### config.mk
export PLATFORM = sky130hd
export DESIGN_NAME = matmul_tile_scheduler
export DESIGN_NICKNAME = d
export VERILOG_FILES = /design/src/rtl/matmul_tile_scheduler_pkg.sv /design/src/rtl/matmul_tile_scheduler_tile_index_counter.sv /design/src/rtl/matmul_tile_scheduler.sv
export SDC_FILE = /design/constraint.sdc
export NUM_CORES = 1
export LEC_CHECK = 0
export CAP_MARGIN = 10
export CORE_MARGIN = 1.5
export CORE_UTILIZATION = 35
export DETAILED_ROUTE_END_ITERATION = 10
export PLACE_DENSITY = 0.54
export SKIP_CTS_REPAIR_TIMING = 1
export SLEW_MARGIN = 40
export SYNTH_ARGS = -nofsm -noshare
export SYNTH_HDL_FRONTEND = slang
export SYNTH_SLANG_ARGS = --single-unit
### constraint.sdc
create_clock -name clk -period 3.6 [get_ports clk]
set_input_delay 0.9 -clock clk [delete_from_list [all_inputs] [get_ports clk]]
set_output_delay 0.9 -clock clk [all_outputs]
set_load 0.1 [all_outputs]
### src/rtl/matmul_tile_scheduler_pkg.sv
// Shared definitions for the matmul tile scheduler, multiply sequencer and accumulation table.
// Array geometry defaults, scheduler state encoding and tile sizing helpers.
package matmul_tile_scheduler_pkg;

  localparam int DEF_SYS_ARR_HEIGHT = 16;
  localparam int DEF_SYS_ARR_WIDTH  = 16;
  localparam int DEF_MAX_OUT_ROWS   = 128;
  localparam int DEF_MAX_OUT_COLS   = 128;
  localparam int DEF_MAX_K          = 128;
  localparam int DEF_ADDR_WIDTH     = 16;

  typedef enum logic [1:0] {
    ST_IDLE  = 2'd0,
    ST_ISSUE = 2'd1,
    ST_WAIT  = 2'd2,
    ST_DONE  = 2'd3
  } sched_state_e;

  // Edge tiles carry the remainder; an exact multiple keeps the full tile.
  function automatic int unsigned tile_size(input int unsigned dim, input int unsigned full);
    int unsigned rem;
    rem = dim % full;
    return (rem == 0) ? full : rem;
  endfunction

  function automatic int unsigned tile_count(input int unsigned dim, input int unsigned full);
    return (dim + full - 1) / full;
  endfunction

endpackage

### src/rtl/matmul_tile_scheduler_tile_index_counter.sv
// Nested it/kt/jt tile counters (it innermost, jt outermost) with incrementally
// stepped weight/data addresses and registered per-tile sizes.
module matmul_tile_scheduler_tile_index_counter #(
  parameter int SYS_ARR_HEIGHT = 16,
  parameter int SYS_ARR_WIDTH  = 16,
  parameter int ADDR_WIDTH     = 16,
  parameter int IW             = 3,
  parameter int KW             = 3,
  parameter int JW             = 3,
  parameter int RW             = 5,
  parameter int CW             = 5
) (
  input  logic                  clk,
  input  logic                  reset,
  input  logic                  i_load,
  input  logic                  i_advance,
  input  logic [IW-1:0]         i_last_it,
  input  logic [KW-1:0]         i_last_kt,
  input  logic [JW-1:0]         i_last_jt,
  input  logic [RW-1:0]         i_edge_rows,
  input  logic [CW-1:0]         i_edge_cols,
  input  logic [RW-1:0]         i_edge_depth,
  input  logic [ADDR_WIDTH-1:0] i_w_stride,
  input  logic [ADDR_WIDTH-1:0] i_d_stride,
  input  logic [ADDR_WIDTH-1:0] i_base_weight,
  input  logic [ADDR_WIDTH-1:0] i_base_data,
  output logic [IW-1:0]         o_it,
  output logic [JW-1:0]         o_jt,
  output logic [ADDR_WIDTH-1:0] o_weight_addr,
  output logic [ADDR_WIDTH-1:0] o_data_addr,
  output logic [RW-1:0]         o_rows,
  output logic [CW-1:0]         o_cols,
  output logic [RW-1:0]         o_depth,
  output logic                  o_accum,
  output logic                  o_last
);

  localparam logic [RW-1:0]         FULL_ROWS = RW'(SYS_ARR_HEIGHT);
  localparam logic [CW-1:0]         FULL_COLS = CW'(SYS_ARR_WIDTH);
  localparam logic [ADDR_WIDTH-1:0] STEP      = ADDR_WIDTH'(SYS_ARR_HEIGHT);

  logic [IW-1:0]         r_it, r_last_it;
  logic [KW-1:0]         r_kt, r_last_kt;
  logic [JW-1:0]         r_jt, r_last_jt;
  logic [RW-1:0]         r_edge_rows, r_edge_depth;
  logic [CW-1:0]         r_edge_cols;
  logic [ADDR_WIDTH-1:0] r_w_stride, r_d_stride, r_base_data;
  logic [ADDR_WIDTH-1:0] r_w_col_base, r_d_kt_base;

  always_ff @(posedge clk) begin
    if (reset) begin
      r_it <= '0; r_kt <= '0; r_jt <= '0;
      r_last_it <= '0; r_last_kt <= '0; r_last_jt <= '0;
      r_edge_rows <= '0; r_edge_cols <= '0; r_edge_depth <= '0;
      r_w_stride <= '0; r_d_stride <= '0; r_base_data <= '0;
      r_w_col_base <= '0; r_d_kt_base <= '0;
      o_weight_addr <= '0; o_data_addr <= '0;
      o_rows <= '0; o_cols <= '0; o_depth <= '0; o_accum <= 1'b0;
    end else if (i_load) begin
      r_it <= '0; r_kt <= '0; r_jt <= '0;
      r_last_it <= i_last_it; r_last_kt <= i_last_kt; r_last_jt <= i_last_jt;
      r_edge_rows <= i_edge_rows; r_edge_cols <= i_edge_cols; r_edge_depth <= i_edge_depth;
      r_w_stride <= i_w_stride; r_d_stride <= i_d_stride; r_base_data <= i_base_data;
      r_w_col_base <= i_base_weight; r_d_kt_base <= i_base_data;
      o_weight_addr <= i_base_weight; o_data_addr <= i_base_data;
      o_rows  <= (i_last_it == '0) ? i_edge_rows  : FULL_ROWS;
      o_cols  <= (i_last_jt == '0) ? i_edge_cols  : FULL_COLS;
      o_depth <= (i_last_kt == '0) ? i_edge_depth : FULL_ROWS;
      o_accum <= 1'b0;
    end else if (i_advance) begin
      if (r_it != r_last_it) begin
        r_it        <= r_it + 1'b1;
        o_data_addr <= o_data_addr + r_d_stride;
        o_rows      <= ((r_it + 1'b1) == r_last_it) ? r_edge_rows : FULL_ROWS;
      end else begin
        r_it   <= '0;
        o_rows <= (r_last_it == '0) ? r_edge_rows : FULL_ROWS;
        if (r_kt != r_last_kt) begin
          r_kt          <= r_kt + 1'b1;
          o_accum       <= 1'b1;
          o_weight_addr <= o_weight_addr + r_w_stride;
          r_d_kt_base   <= r_d_kt_base + STEP;
          o_data_addr   <= r_d_kt_base + STEP;
          o_depth       <= ((r_kt + 1'b1) == r_last_kt) ? r_edge_depth : FULL_ROWS;
        end else begin
          // Next output column block: weight walks back to kt=0, data restarts at the base.
          r_kt          <= '0;
          o_accum       <= 1'b0;
          o_depth       <= (r_last_kt == '0) ? r_edge_depth : FULL_ROWS;
          r_jt          <= r_jt + 1'b1;
          r_w_col_base  <= r_w_col_base + STEP;
          o_weight_addr <= r_w_col_base + STEP;
          r_d_kt_base   <= r_base_data;
          o_data_addr   <= r_base_data;
          o_cols        <= ((r_jt + 1'b1) == r_last_jt) ? r_edge_cols : FULL_COLS;
        end
      end
    end
  end

  assign o_it   = r_it;
  assign o_jt   = r_jt;
  assign o_last = (r_it == r_last_it) && (r_kt == r_last_kt) && (r_jt == r_last_jt);

endmodule

### src/rtl/matmul_tile_scheduler.sv
// Splits one M x N x K matmul job into array-sized tiles and issues them one at a time.
//   state | meaning
//   IDLE  | wait for start    ISSUE | tile_valid high    WAIT | tile accepted, wait tile_done    DONE | done pulse
module matmul_tile_scheduler
  import matmul_tile_scheduler_pkg::*;
#(
  parameter int SYS_ARR_HEIGHT = DEF_SYS_ARR_HEIGHT,
  parameter int SYS_ARR_WIDTH  = DEF_SYS_ARR_WIDTH,
  parameter int MAX_OUT_ROWS   = DEF_MAX_OUT_ROWS,
  parameter int MAX_OUT_COLS   = DEF_MAX_OUT_COLS,
  parameter int MAX_K          = DEF_MAX_K,
  parameter int ADDR_WIDTH     = DEF_ADDR_WIDTH
) (
  input  logic                                           clk,
  input  logic                                           reset,
  input  logic                                           i_start,
  input  logic [$clog2(MAX_OUT_ROWS):0]                  i_m_rows,
  input  logic [$clog2(MAX_OUT_COLS):0]                  i_n_cols,
  input  logic [$clog2(MAX_K):0]                         i_k_depth,
  input  logic [ADDR_WIDTH-1:0]                          i_base_weight,
  input  logic [ADDR_WIDTH-1:0]                          i_base_data,
  output logic                                           o_busy,
  output logic                                           o_done,
  output logic                                           o_err,
  output logic                                           o_tile_valid,
  input  logic                                           i_tile_ready,
  input  logic                                           i_tile_done,
  output logic [ADDR_WIDTH-1:0]                          o_tile_weight_addr,
  output logic [ADDR_WIDTH-1:0]                          o_tile_data_addr,
  output logic [$clog2(SYS_ARR_HEIGHT):0]                o_tile_rows,
  output logic [$clog2(SYS_ARR_WIDTH):0]                 o_tile_cols,
  output logic [$clog2(SYS_ARR_HEIGHT):0]                o_tile_depth,
  output logic                                           o_tile_accum,
  output logic [$clog2(MAX_OUT_ROWS/SYS_ARR_HEIGHT)-1:0] o_accum_submat_row,
  output logic [$clog2(MAX_OUT_COLS/SYS_ARR_WIDTH)-1:0]  o_accum_submat_col
);

  localparam int IW    = $clog2(MAX_OUT_ROWS / SYS_ARR_HEIGHT);
  localparam int JW    = $clog2(MAX_OUT_COLS / SYS_ARR_WIDTH);
  localparam int KW    = $clog2(MAX_K / SYS_ARR_HEIGHT);
  localparam int RW    = $clog2(SYS_ARR_HEIGHT) + 1;
  localparam int CW    = $clog2(SYS_ARR_WIDTH) + 1;
  localparam int LOG_H = $clog2(SYS_ARR_HEIGHT);

  sched_state_e          r_state;
  logic                  w_dims_ok, w_load, w_advance, w_last;
  logic [IW-1:0]         w_last_it;
  logic [KW-1:0]         w_last_kt;
  logic [JW-1:0]         w_last_jt;
  logic [RW-1:0]         w_edge_rows, w_edge_depth;
  logic [CW-1:0]         w_edge_cols;
  logic [ADDR_WIDTH-1:0] w_w_stride, w_d_stride;

  assign w_dims_ok = (i_m_rows != '0) && (32'(i_m_rows) <= MAX_OUT_ROWS) &&
                     (i_n_cols != '0) && (32'(i_n_cols) <= MAX_OUT_COLS) &&
                     (i_k_depth != '0) && (32'(i_k_depth) <= MAX_K);

  assign w_last_it    = IW'(tile_count(32'(i_m_rows), SYS_ARR_HEIGHT) - 1);
  assign w_last_jt    = JW'(tile_count(32'(i_n_cols), SYS_ARR_WIDTH) - 1);
  assign w_last_kt    = KW'(tile_count(32'(i_k_depth), SYS_ARR_HEIGHT) - 1);
  assign w_edge_rows  = RW'(tile_size(32'(i_m_rows), SYS_ARR_HEIGHT));
  assign w_edge_cols  = CW'(tile_size(32'(i_n_cols), SYS_ARR_WIDTH));
  assign w_edge_depth = RW'(tile_size(32'(i_k_depth), SYS_ARR_HEIGHT));
  // Address strides: one kt step moves NT weight tiles, one it step moves KT data tiles.
  assign w_w_stride   = ADDR_WIDTH'(tile_count(32'(i_n_cols), SYS_ARR_WIDTH) << LOG_H);
  assign w_d_stride   = ADDR_WIDTH'(tile_count(32'(i_k_depth), SYS_ARR_HEIGHT) << LOG_H);

  assign w_load    = (r_state == ST_IDLE) && i_start && w_dims_ok;
  assign w_advance = (r_state == ST_WAIT) && i_tile_done && !w_last;

  matmul_tile_scheduler_tile_index_counter #(
    .SYS_ARR_HEIGHT(SYS_ARR_HEIGHT), .SYS_ARR_WIDTH(SYS_ARR_WIDTH), .ADDR_WIDTH(ADDR_WIDTH),
    .IW(IW), .KW(KW), .JW(JW), .RW(RW), .CW(CW)
  ) u_tile_index_counter (
    .clk           (clk),
    .reset         (reset),
    .i_load        (w_load),
    .i_advance     (w_advance),
    .i_last_it     (w_last_it),
    .i_last_kt     (w_last_kt),
    .i_last_jt     (w_last_jt),
    .i_edge_rows   (w_edge_rows),
    .i_edge_cols   (w_edge_cols),
    .i_edge_depth  (w_edge_depth),
    .i_w_stride    (w_w_stride),
    .i_d_stride    (w_d_stride),
    .i_base_weight (i_base_weight),
    .i_base_data   (i_base_data),
    .o_it          (o_accum_submat_row),
    .o_jt          (o_accum_submat_col),
    .o_weight_addr (o_tile_weight_addr),
    .o_data_addr   (o_tile_data_addr),
    .o_rows        (o_tile_rows),
    .o_cols        (o_tile_cols),
    .o_depth       (o_tile_depth),
    .o_accum       (o_tile_accum),
    .o_last        (w_last)
  );

  always_ff @(posedge clk) begin
    if (reset) begin
      r_state      <= ST_IDLE;
      o_busy       <= 1'b0;
      o_done       <= 1'b0;
      o_err        <= 1'b0;
      o_tile_valid <= 1'b0;
    end else begin
      case (r_state)
        ST_IDLE: begin
          o_done <= 1'b0;
          if (i_start) begin
            o_err  <= 1'b0;
            o_busy <= 1'b1;
            if (w_dims_ok) begin
              r_state      <= ST_ISSUE;
              o_tile_valid <= 1'b1;
            end else begin
              r_state <= ST_DONE;
            end
          end
        end
        ST_ISSUE: begin
          if (i_tile_ready) begin
            o_tile_valid <= 1'b0;
            r_state      <= ST_WAIT;
          end
        end
        ST_WAIT: begin
          if (i_tile_done) begin
            if (w_last) begin
              r_state <= ST_DONE;
              o_done  <= 1'b1;
              o_busy  <= 1'b0;
            end else begin
              r_state      <= ST_ISSUE;
              o_tile_valid <= 1'b1;
            end
          end
        end
        ST_DONE: begin
          // A rejected job arrives here without done raised; emit it with err first.
          if (o_done) begin
            o_done  <= 1'b0;
            r_state <= ST_IDLE;
          end else begin
            o_done <= 1'b1;
            o_busy <= 1'b0;
            o_err  <= 1'b1;
          end
        end
        default: r_state <= ST_IDLE;
      endcase
    end
  end

endmodule
Word-level counts from Yosys, hierarchy flattened --
Cells that the tools add are included.
Word-level totals: register bits after elaboration 147, input bits 61, word-level logic and storage cells 170
Operators by class: add/subtract/negate cells 16, order comparisons 3, eq/ne operators 21, muxes and demuxes 65, bitwise operators 2, reduce and logical (&&, ||, !) cells 38
Operators with widths (number):
- $mux W16 | 15
- $mux W5 | 22
- $logic_not A32 Y1 | 3
- $add A16 B16 Y16 | 2
- $add A16 B5 Y16 const B | 2
- $le A8 B8 Y1 const B | 3
- $reduce_bool A8 Y1 | 3
- $sub A9 B1 Y10 const B | 2
- $add A8 B5 Y9 const B | 2
- $eq A3 B3 Y1 | 6
- $ne A2 B2 Y1 const B | 8
- $logic_not A3 Y1 | 5
- $mux W1 | 15
- $mux W2 | 6
- $reduce_and A3 Y1 | 4
- $logic_and A1 B1 Y1 | 11
- $add A3 B1 Y3 const B | 3
- $pmux W1 S3 | 3
- $sub A3 B1 Y3 const B | 3
- $pmux W2 S4 | 1
- $add A7 B5 Y7 const B | 1
- $sub A7 B1 Y7 const B | 1
- $mux W3 | 2
- $ne A3 B3 Y1 | 2
- 14 further kinds | 20

Longest topological paths before layout --
Gate-level depths: netlist (run 1).
depth after elaboration 9, depth in mapped cells 10, gate-level depth less buffers 9

Modules after synthesis --
A second synthesis (run 1) with hierarchy kept.
Second synthesis, totals: cells, all modules 1153, area, all modules 9454.1 um^2
By module, submodules not included:
- matmul_tile_scheduler_tile_index_counter | instances 1, cells an instance 1040, area each 8709.6 um^2, seq. area each 3223.1 um^2
- matmul_tile_scheduler | instances 1, cells an instance 113, area each 744.5 um^2, seq. area each 120.1 um^2

Worst setup path after synthesis (run 1) --
No wires, ideal clock.
path type input to register, start input i_n_cols[3], end register u_tile_index_counter.o_cols[4], library setup time 0.086 ns, arrival 2.954 ns, data required time 3.514 ns, path slack 0.560 ns, stages on the path 9, path buffers 1, cell sequence or4_1 -> clkbuf_2 -> xor2_1 -> inv_1 -> ha_1 -> xnor3_1 -> and2_1 -> and3_1 -> a211oi_1
RTL lines:
- from (decl) | RTL line matmul_tile_scheduler.sv:18 | input logic [$clog2(MAX_OUT_COLS):0] i_n_cols,
- $add A8 B5 Y9
- $sub A9 B1 Y10
- via u_tile_index_counter.i_w_stride[4] | RTL line matmul_tile_scheduler_tile_index_counter.sv:23 | input logic [ADDR_WIDTH-1:0] i_w_stride,
- $sub A3 B1 Y3 | RTL line matmul_tile_scheduler.sv:59 | assign w_last_jt = JW'(tile_count(32'(i_n_cols), SYS_ARR_WIDTH) - 1);
- via u_tile_index_counter.i_last_jt[0] | RTL line matmul_tile_scheduler_tile_index_counter.sv:19 | input logic [JW-1:0] i_last_jt,
- $logic_not A3 Y1 | RTL line matmul_tile_scheduler_tile_index_counter.sv:67 | o_cols <= (i_last_jt == '0) ? i_edge_cols : FULL_COLS;
- $mux W5 | RTL line matmul_tile_scheduler_tile_index_counter.sv:67
- $mux W5 | RTL line matmul_tile_scheduler_tile_index_counter.sv:59 | end else if (i_load) begin
- to (signal assigned) | RTL line matmul_tile_scheduler_tile_index_counter.sv:67
- to (signal assigned) | RTL line matmul_tile_scheduler_tile_index_counter.sv:95 | o_cols <= ((r_jt + 1'b1) == r_last_jt) ? r_edge_cols : FULL_COLS;
- to (decl) | RTL line matmul_tile_scheduler_tile_index_counter.sv:32 | output logic [CW-1:0] o_cols,
The timed path passes the listed nets, and every way through them passes these cells. A chain may end at the register's enable or synchronous reset.

Final worst setup path (run 1) --
start input i_n_cols[3], end register u_tile_index_counter.o_cols[0]
Between the ends: longest elaborated chain between the ends 8
Ends and longest elaborated chain:
- parallel branches: the longest is 8 deep, another holds $sub A9 B1 Y10
Parallel ways; which one is timed is not known.

==> PnR_summary.wiki, run 1 <==
{| class="wikitable"
! Metric !! Value
|-
| Capture endpoint of the worst hold path || u_tile_index_counter.r_edge_cols[4]
|-
| Number of synthesized flops with an enable pin || 0
|-
| Clock root buffer master || sky130_fd_sc_hd__clkbuf_16
|-
| Number of top-level design ports || 119
|-
| Maximum cell stage delay along the critical path || 0.67 ns
|-
| Max rail drop VDD || 0.278 mV
|-
| Tightest slew margin relative to the limit || 48.5%
|-
| Fraction of synthesized area in multiplexers || 1.08%
|-
| Number of clock buffers inserted by TritonCTS || 17
|-
| Share of the synthesized area in the top cell type || 37.3%
|-
| Fraction of power consumed by sequential logic || 38.3%
|-
| Reg2Reg Capture Point || u_tile_index_counter.o_data_addr[10]
|-
| Die Ht || 152 um
|-
| Area of the die || 0.0232 mm^2
|-
| Share of layout cells above drive strength 1 || 15.6%
|-
| Static leakage power || 0.00368 uW
|-
| RePlAce Congestion || 0.827
|-
| Post-Route WL || 23200 um
|-
| Unrepaired setup endpoints after global routing || false
|-
| Cell Count, Final, Fillers Out || 1386
|-
| Async set-reset flop share out of synthesis || 0%
|-
| Biggest area contributors in the synthesized netlist || sky130_fd_sc_hd__dfxtp_1 (37%), sky130_fd_sc_hd__nand2_1 (7.9%), sky130_fd_sc_hd__a21oi_1 (6.6%)
|-
| Unique cell type count in the Yosys netlist || 63
|-
| Area growth from synthesis to layout || 28.7%
|-
| Synth Area in Simple Gates || 21.7%
|-
| Adder-cell share of the synthesized area || 3.89%
|-
| Launching instance or port of the critical path || i_n_cols[3]
|-
| Overflow left after global routing || 0
|-
| Global-route wire length before repair || 37700 um
|-
| Initial antenna violation count || 0
|-
| Floorplan core area || 0.0218 mm^2
|-
| Dominant combinational cell family by area after synthesis || compound AO/OA/AOI/OAI gates
|-
| Buffers plus inverters on the worst setup path || 2
|-
| Later-pin clock latency in the skew report || 0.43 ns
|-
| Tightest Pin Transition || 0.766 ns
|-
| Clock tree from TritonCTS || built
|-
| Worst-path cell with the longest stage delay || sky130_fd_sc_hd__or4_1
|-
| Result of the run || finished clean
|-
| Power Internal || 3160 uW
|-
| Via count of the first global-routing pass || 7047
|-
| Number of violations reported at the end of detailed-routing iteration 0 || 396
|-
| Number of vias per cell || 5.27
|-
| Pin count of the biggest net entering global routing || 68
|-
| Power dissipated by switching net loads || 1350 uW
|-
| Time the worst path needs with I/O delays and setup || 3.19 ns
|-
| Final design instance area without fill || 0.0100 mm^2
|-
| Max-slew violation count || 0
|-
| Antenna-violating nets left || 0
|-
| Syn_nets || 1048
|-
| Sequential share of the synthesized area || 37.3%
|-
| Final period utilization || 88.6%
|-
| Clock buffer depth || 2
|-
| Final worst clock skew || 0.0119 ns
|-
| Data required time of the critical path || 3.92 ns
|-
| Total inserted antenna cells || 0
|-
| Cell family with most CP delay || simple AND/OR/NAND/NOR gates
|-
| Setup slack on the worst flop-to-flop path || 1.05 ns
|-
| Compound-gate portion of the synthesized area || 22.0%
|-
| First-pass iteration count of the detailed router || 5
|-
| Commonest cells in the netlist || sky130_fd_sc_hd__nand2_1 (164), sky130_fd_sc_hd__dfxtp_1 (145), sky130_fd_sc_hd__a21oi_1 (102), sky130_fd_sc_hd__nor2_1 (60), sky130_fd_sc_hd__clkbuf_1 (49)
|-
| DRC viols || 0
|-
| Clk slew on worst S/H paths || 0.06 ns
|-
| Post-Syn Instances || 964
|-
| Max Clk Rate || 313 MHz
|-
| Clock sink count || 145
|-
| Die W || 152 um
|-
| Library cell with the highest instance count after synthesis || sky130_fd_sc_hd__nand2_1
|-
| Post-synth top flop || sky130_fd_sc_hd__dfxtp_1
|-
| Number of cells on the worst reg-to-reg path || 8
|-
| Routed len/inst || 16.7 um
|-
| Syn avg cell area || 8.08 um^2
|-
| Arrival time at the worst endpoint || 3.51 ns
|-
| Detailed-route via count || 7304
|-
| Number of I/O port buffers || 118
|-
| Nature of the critical path endpoint || register
|-
| H-tree levels || 4
|-
| Count of final hold-check violations || 0
|-
| Type of element launching the critical path || primary input
|-
| List of cells traversed by the critical path || clkdlybuf4s50_1 -> or4_1 -> o21a_1 -> nor4b_4 -> and3_4 -> buf_12 -> nor3_1 -> nor4_1
|-
| Fillers || 2175
|-
| Sw Ratio || 29.9%
|-
| Cell depth of the worst hold path || 2
|-
| Share of total power in the clock network || 43.6%
|-
| Critical Setup Path Class || primary input to register
|-
| Largest fanout on the critical path || 25
|-
| Hold crit path type || register to register
|-
| Starting utilization of the core area || 35.7%
|-
| Parity-gate share of the synthesized area counting xor and xnor cells || 8.79%
|-
| Reg2reg start || u_tile_index_counter.o_data_addr[4]
|-
| Placed cell count || 1354
|-
| Synthesized flop and latch total || 145
|-
| Final number of setup-violating endpoints || 0
|-
| Placed Instance Area || 0.00937 mm^2
|-
| Final nets || 1177
|-
| Max cap viols || 0
|-
| Netlist area before placement || 0.00779 mm^2
|-
| Number of core rows || 54
|-
| Cell type with the largest total area after synthesis || sky130_fd_sc_hd__dfxtp_1
|-
| DPL Wire Length || 16700 um
|-
| GRT Util Overall || 20.1%
|-
| Cell Pwr Density || 450 mW/mm^2
|-
| Combinational power share || 18.1%
|-
| Number of warnings issued by yosys || 0
|-
| Hold Path Origin || u_tile_index_counter.r_edge_cols[4]
|}
==> final cells by class <==
type / instances / area (um^2) / area share (%)
repair buffers: 178 / 1560 / 15.6
well taps: 280 / 350 / 3.49
clock buffers: 19 / 453 / 4.52
multi-input cells: 735 / 4500 / 44.9
clock inverters: 13 / 199 / 1.98
inverters: 16 / 60.1 / 0.599
flip-flops and latches: 145 / 2900 / 29.0
==> worst register-to-register path: cells and delay by family, from the launching register on <==
| family | cells | cell delay (ns) |
|---|---|---|
| fa+ha+maj | 2 | 0.74 |
| compound gates | 3 | 0.98 |
| simple gates | 1 | 0.17 |
| mux | 1 | 0.10 |
| flops | 1 | 0.36 |
| xor+xnor | 1 | 0.12 |
==> flip-flops by register name, summed over array words and instances, names as in the netlist, 2 cells and up <==
signal                              cells
u_tile_index_counter.r_d_kt_base       16
u_tile_index_counter.r_kt               3
u_tile_index_counter.r_w_stride         5
u_tile_index_counter.o_depth            5
u_tile_index_counter.o_cols             5
u_tile_index_counter.r_edge_depth       5
r_state                                 2
u_tile_index_counter.o_rows             5
u_tile_index_counter.o_weight_addr     16
u_tile_index_counter.r_w_col_base      16
u_tile_index_counter.r_edge_cols        5
u_tile_index_counter.r_last_jt          3
u_tile_index_counter.r_last_kt          3
u_tile_index_counter.r_edge_rows        5
u_tile_index_counter.o_it               3
u_tile_index_counter.o_data_addr       16
u_tile_index_counter.r_base_data       16
u_tile_index_counter.r_last_it          3
u_tile_index_counter.r_d_stride         5
u_tile_index_counter.o_jt               3
==> through the flow <==
step	total power (uW)	utilization (%)	setup TNS (ns)	hold WS (ns)	worst slack, ns
2_1_floorplan	2300	-	0	0.412	0.560
3_3_place_gp	2580	43.0	0	0.439	0.0357
3_5_place_dp	2580	43.0	-0.0256	0.444	-0.0130
4_1_cts	4550	45.9	0	0.452	0.407
5_1_grt	4680	45.9	0	0.466	0.268
6_report	4510	45.9	0	0.448	0.410
==> layer usage <==
| layer | vias up | global-route usage (%) | routed length [um] |
|---|---|---|---|
| met3 | 20 | 4.47 | 1180 |
| met2 | 169 | 32.5 | 10700 |
| met5 | - | 0 | 0 |
| met4 | 0 | 4.67 | 244 |
| li1 | 3712 | - | - |
| met1 | 3403 | 27.4 | 11000 |
==> power groups by stage <==
| stage | combinational (uW) | clock, uW | sequential [uW] |
|---|---|---|---|
| after floorplan | 339 | 0 | 1960 |
| after global placement | 820 | 0 | 1760 |
| after detailed placement | 818 | 0 | 1760 |
| after CTS | 821 | 2000 | 1730 |
| after global routing | 877 | 2070 | 1740 |
| final | 817 | 1970 | 1730 |
==> how the worst max path moves through the flow <==
| stage | end | cells after the start |
|---|---|---|
| finish | u_tile_index_counter.o_cols[0] | 8 |
| global route | u_tile_index_counter.r_last_jt[2] | 8 |
| CTS | u_tile_index_counter.o_cols[0] | 8 |
| detailed placement | u_tile_index_counter.r_last_jt[2] | 8 |
| global placement | u_tile_index_counter.r_last_jt[2] | 8 |
| floorplan | u_tile_index_counter.o_cols[4] | 9 |
==> cells by family after synthesis <==
family / Yosys count
XOR/XNOR: 75
multiplexers: 8
adder cells (fa/ha/maj): 23
AO/OA/AOI/OAI: 262
buffers and inverters: 84
flip-flops: 145
AND/OR/NAND/NOR: 367
==> cell usage in the layout, fill, tap and decap left out, types with 6 or more instances in the layout <==
cell and instances:
sky130_fd_sc_hd__o21ai_0 31, sky130_fd_sc_hd__xor2_1 31, sky130_fd_sc_hd__and3_1 10, sky130_fd_sc_hd__o22ai_1 8
sky130_fd_sc_hd__a211oi_1 22, sky130_fd_sc_hd__nor4_1 8, sky130_fd_sc_hd__a21oi_1 101, sky130_fd_sc_hd__clkdlybuf4s50_1 59
sky130_fd_sc_hd__nor2_1 60, sky130_fd_sc_hd__nand2b_1 6, sky130_fd_sc_hd__buf_12 7, sky130_fd_sc_hd__a21o_1 6
sky130_fd_sc_hd__o221ai_1 8, sky130_fd_sc_hd__nand3_1 48, sky130_fd_sc_hd__o211ai_1 13, sky130_fd_sc_hd__inv_1 16
sky130_fd_sc_hd__a211oi_2 9, sky130_fd_sc_hd__nor2b_1 6, sky130_fd_sc_hd__ha_1 21, sky130_fd_sc_hd__clkbuf_16 17
sky130_fd_sc_hd__nand4_1 6, sky130_fd_sc_hd__a31oi_1 18, sky130_fd_sc_hd__dfxtp_1 145, sky130_fd_sc_hd__buf_4 108
sky130_fd_sc_hd__nand2_1 164, sky130_fd_sc_hd__or4_1 6, sky130_fd_sc_hd__xnor2_1 42, sky130_fd_sc_hd__nor3_1 30
Power figures use the tool's default switching activity.
==> run 2: changes to the inputs <==
--- a/config.mk
+++ b/config.mk
@@ -5,11 +5,12 @@
 export SDC_FILE = /design/constraint.sdc
 export NUM_CORES = 1
 export LEC_CHECK = 0
+export ABC_AREA = 1
 export CAP_MARGIN = 10
 export CORE_MARGIN = 1.5
 export CORE_UTILIZATION = 35
 export DETAILED_ROUTE_END_ITERATION = 10
-export PLACE_DENSITY = 0.54
+export PLACE_DENSITY = 0.53
 export SKIP_CTS_REPAIR_TIMING = 1
 export SLEW_MARGIN = 40
 export SYNTH_ARGS = -nofsm -noshare
==> run 2 against run 1 <==
Register-to-register slack worse by 0.09 ns. Flip-flop and latch count unchanged. Synthesized cell count up 42%. Global-route usage up 0.95 points. Sequential share of layout area down 1.5 points. Cell count up 30%. Final area up 5.5%. Sequential power up 8%. Power up 24%. Via count up 19%. Wire length up 13%. Clock-buffer cell count unchanged. Highest routed layer unchanged.
==> PnR_summary.wiki, run 2 <==
{| class="wikitable"
! Metric !! Value
|-
| Result of the run || finished clean
|-
| Final number of setup-violating endpoints || 0
|-
| Die W || 160 um
|-
| Max cap viols || 0
|-
| Number of I/O port buffers || 118
|-
| Cell type with the largest total area after synthesis || sky130_fd_sc_hd__dfxtp_1
|-
| Share of layout cells above drive strength 1 || 8.87%
|-
| Number of vias per cell || 4.85
|-
| Most common cell after layout, fill and taps aside || sky130_fd_sc_hd__nand2_1
|-
| Max-slew violation count || 0
|-
| Final total negative setup slack || 0 ns
|-
| GR Util met1 || 29.7%
|-
| Clock sink count || 145
|-
| Routed len/inst || 14.5 um
|-
| GRT Util Overall || 21.1%
|-
| Clock root buffer master || sky130_fd_sc_hd__clkbuf_16
|-
| Fillers || 2605
|-
| Share of the synthesized area in the top cell type || 33.7%
|-
| Largest fanout on the critical path || 5
|-
| Post-placement setup slack || 0.251 ns
|-
| Count of final hold-check violations || 0
|-
| Nature of the critical path endpoint || register
|-
| Clock buffer depth || 2
|-
| Buffers plus inverters on the worst setup path || 3
|-
| Worst-path cell with the longest stage delay || sky130_fd_sc_hd__clkdlybuf4s50_1
|-
| Setup WS post-layout || 0.684 ns
|-
| Max Clk Rate || 343 MHz
|-
| Unique cell type count in the Yosys netlist || 37
|-
| Hold crit path type || register to register
|-
| DPL Wire Length || 18800 um
|-
| Maximum cell stage delay along the critical path || 0.50 ns
|-
| Syn_nets || 1451
|-
| Number of top-level design ports || 119
|-
| Total inserted antenna cells || 0
|-
| Setup slack on the worst flop-to-flop path || 0.96 ns
|-
| Library cell with the highest instance count after synthesis || sky130_fd_sc_hd__nand2_1
|-
| Commonest cells in the netlist || sky130_fd_sc_hd__nand2_1 (411), sky130_fd_sc_hd__nand3_1 (166), sky130_fd_sc_hd__nor2_1 (162), sky130_fd_sc_hd__dfxtp_1 (145), sky130_fd_sc_hd__inv_1 (141)
|-
| Global-route wire length before repair || 43400 um
|-
| Data required time of the critical path || 3.92 ns
|-
| Time the worst path needs with I/O delays and setup || 2.92 ns
|-
| Die Ht || 160 um
|-
| Cell family with most CP delay || simple AND/OR/NAND/NOR gates
|-
| Post-Syn Instances || 1367
|-
| List of cells traversed by the critical path || clkdlybuf4s50_1 -> nor2_1 -> nand2_1 -> inv_1 -> nor2_1 -> xnor2_1 -> ha_1 -> xnor2_1 -> inv_1 -> nand2_1 -> nand2_1 -> nor2_1 -> nand2_1 -> nand2_1 -> nand2_1 -> nor2_1 -> nor2_1
|-
| Number of clock buffers inserted by TritonCTS || 17
|-
| Overflow left after global routing || 0
|-
| Initial antenna violation count || 0
|-
| Tightest Pin Transition || 0.642 ns
|-
| Unrepaired setup endpoints after global routing || false
|-
| Tightest slew margin relative to the limit || 57.2%
|-
| DRC viols || 0
|-
| Pin count of the biggest net entering global routing || 59
|-
| Final nets || 1548
|-
| Detailed-route via count || 8727
|-
| Synthesized flop and latch total || 145
|-
| Cell Pwr Density || 530 mW/mm^2
|-
| Final worst clock skew || 0.0182 ns
|-
| Floorplan core area || 0.0242 mm^2
|-
| Async set-reset flop share out of synthesis || 0%
|-
| Post-synth top flop || sky130_fd_sc_hd__dfxtp_1
|-
| Reg2Reg Capture Point || u_tile_index_counter.o_weight_addr[8]
|-
| Sequential share of the synthesized area || 33.7%
|-
| Biggest area contributors in the synthesized netlist || sky130_fd_sc_hd__dfxtp_1 (34%), sky130_fd_sc_hd__nand2_1 (18%), sky130_fd_sc_hd__nand3_1 (9.6%)
|-
| GR Util met2 || 34.0%
|-
| Final period utilization || 81.0%
|-
| Clk slew on worst S/H paths || 0.06 ns
|-
| RePlAce Congestion || 0.825
|-
| Number of core rows || 57
|-
| Clock tree from TritonCTS || built
|-
| Netlist area before placement || 0.00862 mm^2
|-
| Max rail drop VDD || 0.395 mV
|-
| Starting utilization of the core area || 35.5%
|-
| Worst setup path endpoint || u_tile_index_counter.o_rows[4]
|-
| Critical Setup Path Class || primary input to register
|-
| Final design instance area without fill || 0.0106 mm^2
|-
| Reg2reg start || u_tile_index_counter.o_it[0]
|-
| Number of warnings issued by yosys || 0
|-
| Arrival time at the worst endpoint || 3.23 ns
|-
| Levels on crit path || 17
|-
| Syn avg cell area || 6.30 um^2
|-
| Met3 routing resource usage after global routing || 3.45%
|-
| Number of synthesized flops with an enable pin || 0
|-
| Antenna-violating nets left || 0
|-
| Post-Route WL || 26200 um
|-
| Area of the die || 0.0256 mm^2
|-
| First-pass iteration count of the detailed router || 5
|-
| Later-pin clock latency in the skew report || 0.43 ns
|-
| Area growth from synthesis to layout || 22.7%
|-
| Via count of the first global-routing pass || 8205
|-
| H-tree levels || 4
|-
| Most frequent cell on the critical path || sky130_fd_sc_hd__nand2_1
|-
| Most used routing layer in global routing || met2
|-
| Placed Instance Area || 0.00992 mm^2
|-
| Type of element launching the critical path || primary input
|-
| Launching instance or port of the critical path || i_m_rows[0]
|-
| Static leakage power || 0.00497 uW
|-
| Commonest cells after routing, fill and taps aside || sky130_fd_sc_hd__nand2_1 (411), sky130_fd_sc_hd__nand3_1 (166), sky130_fd_sc_hd__nor2_1 (162), sky130_fd_sc_hd__dfxtp_1 (145), sky130_fd_sc_hd__inv_1 (140)
|-
| Number of violations reported at the end of detailed-routing iteration 0 || 586
|-
| Number of cells on the worst reg-to-reg path || 9
|}
## run 2: cell count changes in the layout (fill, tap and decap cells not counted), sizes merged, moves of 13 or more
cell and delta:
a211oi -30, nand3 +121, o211ai -13, a21oi -49, nor2 +104, o21ai +67
a31oi -19, nand2 +252, xnor2 -22, nor3 -24, xor2 -19, inv +127
nand3b +22, buf -43
## run 2: worst reg2reg max path, delay by kind of cell, from the launching register on
family	cells	cell delay (ns)
AND/OR/NAND/NOR	7	1.62
buffers and inverters	1	0.37
flip-flops	1	0.36
XOR/XNOR	1	0.25
## run 2: cells by family (layout without fill, tap and decap cells)
| logic type | Yosys count | after routing | synth area share, % |
|---|---|---|---|
| AND/OR/NAND/NOR | 800 | 800 | 39.6 |
| flip-flops | 145 | 145 | 33.7 |
| buffers and inverters | 204 | 314 | 10.1 |
| XOR/XNOR | 32 | 32 | 3.25 |
| AO/OA/AOI/OAI | 163 | 163 | 9.82 |
| adder cells (fa/ha/maj) | 23 | 23 | 3.51 |
## run 2: cell type report
type	instances	area, um^2	area share [%]
Clock buffer	19	443	4.19
Clock inverter	13	209	1.98
Inverter	147	552	5.22
Multi-Input combinational cell	1018	4840	45.8
Sequential cell	145	2900	27.4
Tap cell	324	405	3.83
Timing Repair Buffer	135	1220	11.5
## run 2: through the flow
stage,utilization [%],instances,hold WS (ns),power (uW)
global route,43.6,1801,0.473,5880
detailed placement,40.9,1769,0.432,3640
global placement,40.9,1769,0.430,3630
finish,43.6,1801,0.438,5600
floorplan,-,1367,0.412,3170
CTS,43.6,1801,0.441,5640
## run 2: worst min-delay path by stage
stage,from,to,cells past startpoint
2_1_floorplan,u_tile_index_counter.r_d_stride[8],u_tile_index_counter.r_d_stride[8],2
3_3_place_gp,u_tile_index_counter.r_d_stride[8],u_tile_index_counter.r_d_stride[8],2
4_1_cts,u_tile_index_counter.r_d_stride[8],u_tile_index_counter.r_d_stride[8],2
6_report,u_tile_index_counter.r_d_stride[8],u_tile_index_counter.r_d_stride[8],2
3_5_place_dp,u_tile_index_counter.r_d_stride[8],u_tile_index_counter.r_d_stride[8],2
5_1_grt,u_tile_index_counter.o_weight_addr[0],u_tile_index_counter.o_weight_addr[0],2
## run 2: layer usage
metal,vias up,share of wire [%]
li1,4558,-
met1,4015,51
met2,144,45
met3,10,3.2
met4,0,0.53
met5,-,0
## run 2: power by group
group / switching (uW) / internal, uW
Combinational: 1260 / 468
Clock: 748 / 1250
Sequential: 135 / 1740
